### config.mk
export PLATFORM = sky130hd
export DESIGN_NAME = cpu_controller
export DESIGN_NICKNAME = d
export VERILOG_FILES = /design/src/rtl/cpu_controller.sv
export SDC_FILE = /design/constraint.sdc
export NUM_CORES = 1
export LEC_CHECK = 0
export ABC_AREA = 0
export CORE_UTILIZATION = 30
export DETAILED_ROUTE_END_ITERATION = 12
export GPL_ROUTABILITY_DRIVEN = 0
export HOLD_SLACK_MARGIN = 0.02
export PLACE_DENSITY = 0.67
export SYNTH_ARGS = -nofsm -noshare
export SYNTH_HDL_FRONTEND = slang
export SYNTH_SLANG_ARGS = --single-unit
### constraint.sdc
create_clock -name clk -period 4.3 [get_ports clk]
set_input_delay 0.86 -clock clk [delete_from_list [all_inputs] [get_ports clk]]
set_output_delay 0.86 -clock clk [all_outputs]
set_load 0.02 [all_outputs]
### src/rtl/cpu_controller.sv
// cpu_controller: Moore control FSM sequencing fetch/decode/execute.
// Drives fetch strobes (loadpc, loadir, msel, mwrite) and regfile/ALU strobes.
module cpu_controller #(
  parameter int unsigned RAM_WAIT = 1
) (
  input  logic        clk,
  input  logic        reset,
  input  logic [15:0] ir,
  output logic        loadpc,
  output logic        loadir,
  output logic        msel,
  output logic        mwrite,
  output logic [2:0]  nsel,
  output logic [1:0]  vsel,
  output logic        write,
  output logic        loada,
  output logic        loadb,
  output logic        loadc,
  output logic        loads,
  output logic        asel,
  output logic        bsel,
  output logic        halted
);

  typedef enum logic [3:0] {
    RST, FETCH, FWAIT, LOADIR, UPDPC, DECODE,
    GETA, GETB, EXEC, WRREG, MADDR, MREAD,
    MWAIT, MWB, MWRITE, HALT
  } state_t;

  // Counter preload so that a wait state lasts exactly RAM_WAIT cycles.
  localparam logic [1:0] WAIT_INIT =
    (RAM_WAIT > 0) ? 2'(RAM_WAIT - 1) : 2'd0;
  localparam bit HAS_WAIT = (RAM_WAIT > 0);

  state_t     state;
  logic [1:0] cnt;

  logic [2:0] opc;
  logic [1:0] op;
  logic is_movi, is_movr, is_mvn, is_add, is_cmp;
  logic is_and, is_ldr, is_str, is_halt;

  assign opc = ir[15:13];
  assign op  = ir[12:11];

  assign is_movi = (opc == 3'b110) && (op == 2'b10);
  assign is_movr = (opc == 3'b110) && (op == 2'b00);
  assign is_mvn  = (opc == 3'b101) && (op == 2'b11);
  assign is_add  = (opc == 3'b101) && (op == 2'b00);
  assign is_cmp  = (opc == 3'b101) && (op == 2'b01);
  assign is_and  = (opc == 3'b101) && (op == 2'b10);
  assign is_ldr  = (opc == 3'b011) && (op == 2'b00);
  assign is_str  = (opc == 3'b100) && (op == 2'b00);
  assign is_halt = (opc == 3'b111);

  always_ff @(posedge clk) begin
    if (reset) begin
      state <= RST;
      cnt   <= 2'd0;
    end else begin
      unique case (state)
        RST:    state <= FETCH;
        FETCH: begin
          cnt   <= WAIT_INIT;
          state <= HAS_WAIT ? FWAIT : LOADIR;
        end
        FWAIT: begin
          if (cnt == 2'd0) state <= LOADIR;
          else cnt <= cnt - 2'd1;
        end
        LOADIR: state <= UPDPC;
        UPDPC:  state <= DECODE;
        DECODE: begin
          unique case (1'b1)
            is_movi:                   state <= WRREG;
            is_movr, is_mvn:           state <= GETB;
            is_add, is_cmp, is_and:    state <= GETA;
            is_ldr, is_str:            state <= GETA;
            is_halt:                   state <= HALT;
            default:                   state <= FETCH;
          endcase
        end
        GETA:   state <= (is_ldr || is_str) ? MADDR : GETB;
        GETB:   state <= is_str ? MWRITE : EXEC;
        EXEC:   state <= is_cmp ? FETCH : WRREG;
        WRREG:  state <= FETCH;
        MADDR:  state <= is_ldr ? MREAD : GETB;
        MREAD: begin
          cnt   <= WAIT_INIT;
          state <= HAS_WAIT ? MWAIT : MWB;
        end
        MWAIT: begin
          if (cnt == 2'd0) state <= MWB;
          else cnt <= cnt - 2'd1;
        end
        MWB:    state <= FETCH;
        MWRITE: state <= FETCH;
        HALT:   state <= HALT;
        default: state <= RST;
      endcase
    end
  end

  always_comb begin
    loadpc = 1'b0;
    loadir = 1'b0;
    msel   = 1'b0;
    mwrite = 1'b0;
    nsel   = 3'b000;
    vsel   = 2'b00;
    write  = 1'b0;
    loada  = 1'b0;
    loadb  = 1'b0;
    loadc  = 1'b0;
    loads  = 1'b0;
    asel   = 1'b0;
    bsel   = 1'b0;
    halted = 1'b0;
    unique case (state)
      LOADIR: loadir = 1'b1;
      UPDPC:  loadpc = 1'b1;
      GETA: begin
        nsel  = 3'b100;
        loada = 1'b1;
      end
      GETB: begin
        loadb = 1'b1;
        nsel  = is_str ? 3'b010 : 3'b001;
      end
      EXEC: begin
        loadc = ~is_cmp;
        loads = is_cmp;
        asel  = is_movr | is_mvn;
      end
      WRREG: begin
        write = 1'b1;
        nsel  = is_movi ? 3'b100 : 3'b010;
        vsel  = is_movi ? 2'b01 : 2'b00;
      end
      MADDR: begin
        bsel  = 1'b1;
        loadc = 1'b1;
      end
      MREAD, MWAIT: msel = 1'b1;
      MWB: begin
        msel  = 1'b1;
        nsel  = 3'b010;
        vsel  = 2'b10;
        write = 1'b1;
      end
      MWRITE: begin
        msel   = 1'b1;
        mwrite = 1'b1;
      end
      HALT: halted = 1'b1;
      default: ;
    endcase
  end

endmodule

==> results of run 1 <==
==> logic make-up (layout without fill, tap and decap cells) <==
logic type | Yosys count | after routing | share of synthesized area, %
compound gates | 30 | 30 | 31.2
xor+xnor | 2 | 2 | 2.17
fa+ha+maj | 1 | 1 | 1.55
buf+inv | 18 | 35 | 10.6
flops | 6 | 6 | 14.9
simple gates | 57 | 57 | 39.6
==> cell type report <==
| cell class | instances | area [um2] | share of cell area, % |
|---|---|---|---|
| Tap cell | 30 | 37.5 | 3.58 |
| Multi-Input combinational cell | 90 | 601 | 57.3 |
| Timing Repair Buffer | 24 | 238 | 22.7 |
| Inverter | 8 | 30.0 | 2.86 |
| Clock buffer | 3 | 22.5 | 2.15 |
| Sequential cell | 6 | 120 | 11.5 |
==> registers in the layout (all words and copies together) (netlist names) <==
name and cells:
state 4, cnt 2
==> layout by cell type (no fill, tap or decap), types with 3 or more instances in the layout <==
master	count
a21oi_1	3
a31oi_1	3
clkbuf_4	3
clkdlybuf4s50_1	23
dfxtp_1	6
inv_1	8
nand2_1	7
nand2b_1	5
nor2_1	16
nor3_1	7
nor4b_1	3
o211ai_1	3
==> power by group <==
group          switching [mW]  total, mW  internal, mW
Sequential             0.0255     0.0877        0.0622
Combinational          0.0506     0.0906        0.0399
Clock                  0.0211     0.0528        0.0316
Total                  0.0972      0.231         0.134
==> worst register-to-register path: cells and delay by family, from the launching register on <==
kind	cells	cell delay (ns)
AOI/OAI and AO/OA	3	0.84
buffers and inverters	1	0.24
DFF	1	0.66
==> worst paths after layout <==
kind,startpoint,to,slack (ns),cells after the start
hold reg to reg,cnt[1],cnt[1],0.49,2
setup / recovery,ir[15],nsel[2],0.63,6
setup reg to reg,state[1],state[3],2.49,4
hold / removal,cnt[1],cnt[1],0.49,2
==> layer usage <==
layer  share of wire (%)  global-route usage [%]
met5                   0                       0
met2                  46                    25.9
met1                  49                    21.8
met4                   0                    9.21
met3                 4.6                    1.13
==> per-stage QoR <==
stage | utilization (%) | hold WS, ns | worst slack [ns]
3_5_place_dp | 41.0 | 0.484 | 0.617
4_1_cts | 41.9 | 0.491 | 0.599
2_1_floorplan | - | 0.450 | 1.40
3_3_place_gp | 41.0 | 0.462 | 0.657
6_report | 41.9 | 0.485 | 0.635
5_1_grt | 41.9 | 0.519 | 0.511
==> qor.csv, run 1 <==
stage,metric,value,unit
flow_run,drv_cap,0,
yosys,ys_ff_latch,6,
floorplanning,die_area,2900,um2
place,place_area,1030,um2
yosys,synthTopCellsByCount,"nor2_1 (16), inv_1 (8), nand2_1 (7), nor3_1 (7), dfxtp_1 (6)",
clock_network,cts_buffers,3,
pwr,power.total,0.231,mW
pwr,power_density,220,nW/um2
timing,fin_crit_sh,85.2,%
routing,wl_per_cell,13.4,um
grt,grt_pass1_wl,3450,um
timing,slew_violations,0,
outcome,outcome,"complete, no violations",
layout,stdcell_count,161,
critical_path,crit_path_start_kind,primary input,
place,hpwl,1590,um
yosys,syn_inst,114,
timing,maxSlewHeadroom,58.4,%
critical_path,path_cells,clkdlybuf4s50_1 > nand2b_1 > nor4b_1 > and3_1 > or2_2 > clkdlybuf4s50_1,
layout,num-fill-cells,266,
clock_network,cts_hold_buf,0,
routing,drc,0,
timing,rsz0062_at_grt,false,
grt,grt_antenna_before_repair,0,
critical_path,crit_arrival,2.81,ns
timing,fin_crit,3.67,ns
clock_network,clk_latency,0.25,ns
grt,overflow,0,
clock_network,cts_tree,done,
floorplanning,initial_core_util,32.2,%
place,port_buffers,23,
routing,firstDrtPassIters,4,
routing,via_per_inst,5.65,
routing,dr.first_iter.drc_count,24,
yosys,ys_types,47,
grt,grt_max_degree,22,
floorplanning,rows,18,
layout,final_area,1050,um2
floorplanning,core-area,2500,um2
floorplanning,die_w,53.8,um
critical_path,cpPeakStageDelay,0.67,ns
yosys,yosysWarnings,0,
clock_network,htree_levels,1,
clock_network,cts.path.max_buffers,2,
layout,area_growth,30.1,%
critical_path,critPathTopFamily,buffers and inverters,
yosys,synth-edff-count,0,
routing,ant_nets,0,
routing,wirelength,2160,um
yosys,postSynth.asyncResetShare,0,%
timing,fmax,0.273,GHz
timing,setup_tns,0,ns
yosys,ys_seq_area_share,14.9,%
yosys,syn_area,806,um2
yosys,syn-num-nets,133,
yosys,avgSynthCellArea,7.07,um2
grt,grt_pass1_vias,776,
layout,drive_gt1_share,8.40,%
critical_path,cp.buffers_inverters,2,
routing,vias,910,
pwr,vdd_drop_max,0.000109,V
clock_network,cts_setup_buffers,0,
yosys,yosysMostFrequentCell,nor2_1,
critical_path,worstSetupPathType,primary input to primary output,
timing,tightestPinTransition,0.624,ns
timing,final-hold-violation-count,0,
critical_path,worstSetupEndpointType,primary output,
yosys,synth_top_area_share,14.9,%
min_path,hold_class,flop to flop,
clock_network,clkSlewWorstSetupHoldPaths,0.05,ns
timing,setup_viol,0,
yosys,synth_area_leaders,"dfxtp_1 (15%), nor2_1 (7.5%), nor3_1 (4.3%)",
pwr,p_leak,0.320,nW
yosys,synthFlopType,dfxtp_1,
critical_path,critPathRequiredTime,3.44,ns
critical_path,crit_path_frequent_cell,clkdlybuf4s50_1,
layout,antenna_cells,0,
clock_network,cts.repair.resized,0,
critical_path,crit_slowest_cell,clkdlybuf4s50_1,
grt,grt_util_all_layers,16.4,%
clock_network,cts-root-buf,clkbuf_4,
critical_path,path_max_fanout,11,
layout,nets,152,
floorplanning,ios,35,
yosys,synth_top_area_cell,dfxtp_1,
place,dp.cells,158,
clock_network,cts_sinks,6,
floorplanning,dieHeight,53.8,um
timing,worst_clock_skew,0.00345,ns
Note: power is estimated with default switching activity, not from simulation.
==> inputs of run 2 (changes only) <==
- clock period: 4.3 -> 4.4 ns (I/O delays scaled with it)
==> qor.csv, run 2 (synthesis gave the netlist of run 1 again) <==
stage,metric,value,unit
outcome,outcome,"complete, no violations",
routing,ant_nets,0,
clock_network,cts.repair.resized,0,
grt,grt_pass1_wl,3620,um
pwr,vdd_drop_max,0.000125,V
floorplanning,initial_core_util,32.2,%
timing,fin_crit,3.69,ns
place,hpwl,1570,um
layout,layout_common_cells,"clkdlybuf4s50_1 (23), nor2_1 (16), inv_1 (8)",
layout,regArea,120,um2
critical_path,rr_worst_depth,4,
clock_network,cts_hold_buf,0,
layout,area_growth,30.1,%
grt,grt_max_degree,22,
floorplanning,die_w,53.8,um
clock_network,cts-root-buf,clkbuf_4,
layout,max_flop_register,state,
clock_network,cts_sinks,6,
floorplanning,dieHeight,53.8,um
layout,top_regs,"state (4), cnt (2)",
clock_network,cts_buffers,3,
critical_path,crit_path_start_kind,primary input,
place,port_buffers,23,
critical_path,critPathRequiredTime,3.52,ns
pwr,power_density,219,nW/um2
floorplanning,ios,35,
grt,grt_antenna_before_repair,0,
clock_network,htree_levels,1,
layout,final_common_cell,clkdlybuf4s50_1,
critical_path,worstSetupEndpointType,primary output,
min_path,hold_class,flop to flop,
layout,multiInputGateArea,601,um2
timing,setup_tns,0,ns
routing,via_per_inst,5.80,
timing,final-hold-violation-count,0,
timing,tightestPinTransition,0.651,ns
grt,overflow,0,
timing,worst_clock_skew,0.00595,ns
clock_network,cts.path.max_buffers,2,
floorplanning,die_area,2900,um2
floorplanning,core-area,2500,um2
layout,drive_gt1_share,8.40,%
grt,grt_util_all_layers,17.5,%
timing,setup_viol,0,
critical_path,crit_arrival,2.81,ns
timing,hold-worst-slack,0.479,ns
layout,nets,152,
routing,vias,933,
flow_run,drv_cap,0,
layout,num-fill-cells,261,
floorplanning,rows,18,
routing,firstDrtPassIters,4,
clock_network,cts_setup_buffers,0,
timing,slew_violations,0,
routing,drc,0,
critical_path,worstSetupPathType,primary input to primary output,
pwr,p_leak,0.320,nW
routing,dr.first_iter.drc_count,20,
pwr,power.total,0.229,mW
layout,largest_register_ffs,4,
clock_network,clk_latency,0.26,ns
routing,wirelength,2210,um
critical_path,reg2reg_slack,2.57,ns
layout,antenna_cells,0,
timing,rsz0062_at_grt,false,
timing,maxSlewHeadroom,56.5,%
timing,fin_crit_sh,83.8,%
grt,grt_pass1_vias,830,
min_path,min_path_cells,2,
timing,fmax,0.271,GHz
clock_network,clkSlewWorstSetupHoldPaths,0.05,ns
clock_network,cts_tree,done,
critical_path,path_max_fanout,11,
routing,wl_per_cell,13.7,um
[run 2: path summary, 6_finish.rpt]
check                               from       end
worst max-delay path              ir[15]   nsel[2]
worst min-delay path              cnt[1]    cnt[1]
worst max register to register  state[1]  state[3]
worst min register to register    cnt[1]    cnt[1]
[run 2: routing by layer]
| metal | share of wire [%] | global-route usage (%) | vias up |
|---|---|---|---|
| met5 | 0 | 0 | - |
| met2 | 45 | 27.8 | 36 |
| met3 | 5.1 | 1.13 | 8 |
| met4 | 3.1 | 12.7 | 0 |
| met1 | 47 | 21.9 | 430 |
| li1 | - | - | 459 |
[run 2: power breakdown]
group / total (mW) / internal [mW] / switching [mW]
Sequential: 0.0866 / 0.0607 / 0.0259
Combinational: 0.0884 / 0.0390 / 0.0494
Clock: 0.0543 / 0.0311 / 0.0232
[run 2: stage by stage]
| step | utilization (%) | area (um2) | cells | setup slack (ns) |
|---|---|---|---|---|
| global placement | 41.0 | 1030 | 158 | 0.717 |
| floorplan | - | 806 | 114 | 1.46 |
| finish | 41.9 | 1050 | 161 | 0.712 |
| detailed placement | 41.0 | 1030 | 158 | 0.703 |
| global route | 41.9 | 1050 | 161 | 0.544 |
| CTS | 41.9 | 1050 | 161 | 0.693 |
[run 2: critical path, cell delays in order]
cell and delay, ns:
clkdlybuf4s50_1 0.66, nand2b_1 0.14, nor4b_1 0.23, and3_1 0.20, or2_2 0.10, clkdlybuf4s50_1 0.59
[run 2: layout make-up]
type	instances	area share [%]
flip-flops and latches	6	11.5
multi-input cells	90	57.3
clock buffers	3	2.15
well taps	30	3.58
repair buffers	24	22.7
inverters	8	2.86
==> inputs of run 3 (changes only) <==
- PLACE_DENSITY: 0.67 -> 0.7
- clock period: 4.4 -> 3.3 ns (I/O delays scaled with it)
==> qor.csv, run 3 (synthesis gave the netlist of run 1 again) <==
stage,metric,value,unit
outcome,outcome,"complete, no violations",
timing,slew_violations,0,
floorplanning,core-area,2500,um2
flow_run,drv_cap,0,
pwr,pwr-share-clk,21.5,%
timing,setup_tns,0,ns
critical_path,path_max_fanout,6,
clock_network,cts-root-buf,clkbuf_4,
pwr,switching_share,41.6,%
pwr,power_frac_comb,45.6,%
pwr,p_leak,0.355,nW
clock_network,clk_latency,0.24,ns
min_path,hold_class,flop to flop,
layout,layout_common_cells,"clkdlybuf4s50_1 (23), nor2_1 (16), inv_1 (8), buf_4 (8)",
timing,fin_crit_sh,95.1,%
layout,drive_gt1_share,13.0,%
grt,grt_antenna_before_repair,0,
routing,dr.first_iter.drc_count,25,
floorplanning,rows,18,
pwr,intPower,0.182,mW
timing,fmax,0.319,GHz
clock_network,cts_tree,done,
clock_network,cts_setup_buffers,0,
place,place_area,1080,um2
critical_path,worstSetupPathType,primary input to primary output,
grt,grt_pass1_vias,914,
critical_path,critPathRequiredTime,2.64,ns
layout,final_common_cell,clkdlybuf4s50_1,
routing,wl_per_cell,13.6,um
timing,setup_ws,0.161,ns
floorplanning,initial_core_util,32.2,%
timing,tightestPinTransition,0.567,ns
pwr,power_frac_seq,32.9,%
place,dp_slack,0.184,ns
place,port_buffers,23,
layout,max_flop_register,state,
critical_path,crit_path_start_kind,primary input,
pwr,vdd_drop_max,0.000200,V
grt,grt_pass1_wl,3810,um
timing,maxSlewHeadroom,62.2,%
floorplanning,die_area,2900,um2
critical_path,worstSetupEndpointType,primary output,
routing,ant_nets,0,
layout,largest_register_ffs,4,
clock_network,htree_levels,1,
timing,setup_viol,0,
routing,firstDrtPassIters,4,
clock_network,cts.path.max_buffers,2,
clock_network,cts_sinks,6,
layout,final_area,1100,um2
place,hpwl,1720,um
routing,drc,0,
layout,nets,159,
pwr,power_density,283,nW/um2
routing,via_per_inst,5.66,
floorplanning,die_w,53.8,um
floorplanning,ios,35,
pwr,net-switching-power,0.129,mW
layout,area_growth,36.6,%
layout,top_regs,"state (4), cnt (2)",
timing,worst_clock_skew,0.00345,ns
clock_network,clkSlewWorstSetupHoldPaths,0.05,ns
clock_network,cts_buffers,3,
layout,antenna_cells,0,
grt,overflow,0,
timing,final-hold-violation-count,0,
routing,vias,951,
clock_network,cts_hold_buf,0,
routing,wirelength,2290,um
critical_path,crit_arrival,2.48,ns
floorplanning,dieHeight,53.8,um
clock_network,cts.repair.resized,0,
grt,grt_max_degree,20,
timing,rsz0062_at_grt,false,
grt,grt_util_all_layers,17.8,%
timing,fin_crit,3.14,ns
## run 3: per-layer routing
metal	GRT usage, %	routed length [um]
met1	21.6	1090
met2	29.6	1090
met3	1.69	92
met4	11.4	12
met5	0	0
## run 3: layout make-up
cell class / count / area (um2)
fill: 273 / 1400
multi-input combinational: 90 / 601
timing repair buffer: 31 / 290
inverter: 8 / 30.0
clock buffer: 3 / 22.5
sequential: 6 / 120
tap: 30 / 37.5
## run 3: path summary, 6_finish.rpt
check	slack (ns)	depth (start not counted)	endpoint	from
worst min-delay path	0.47	2	cnt[1]	cnt[1]
worst max-delay path	0.16	7	loadc	ir[12]
worst min register to register	0.47	2	cnt[1]	cnt[1]
worst max register to register	1.45	4	cnt[1]	state[1]
## run 3: stage by stage
| stage | total power [mW] | cells | util, % | hold WS [ns] |
|---|---|---|---|---|
| after CTS | 0.313 | 168 | 44.0 | 0.474 |
| after floorplan | 0.204 | 114 | - | 0.450 |
| after global placement | 0.239 | 165 | 43.1 | 0.469 |
| after detailed placement | 0.243 | 165 | 43.1 | 0.466 |
| final | 0.312 | 168 | 44.0 | 0.469 |
| after global routing | 0.336 | 168 | 44.0 | 0.502 |
## run 3: worst max-delay path, stage by stage
cell and delay, ns:
clkdlybuf4s50_1 0.56, buf_4 0.18, nor2_1 0.04, nand4_1 0.13, nor2_1 0.06, nor3_1 0.20
clkdlybuf4s50_1 0.65
## run 3: power groups by stage
stage	sequential, mW	clock [mW]	combinational, mW
6_report	0.103	0.0668	0.142
5_1_grt	0.104	0.0761	0.155
4_1_cts	0.102	0.0716	0.140
3_5_place_dp	0.103	0	0.140
3_3_place_gp	0.103	0	0.136
2_1_floorplan	0.0858	0	0.118
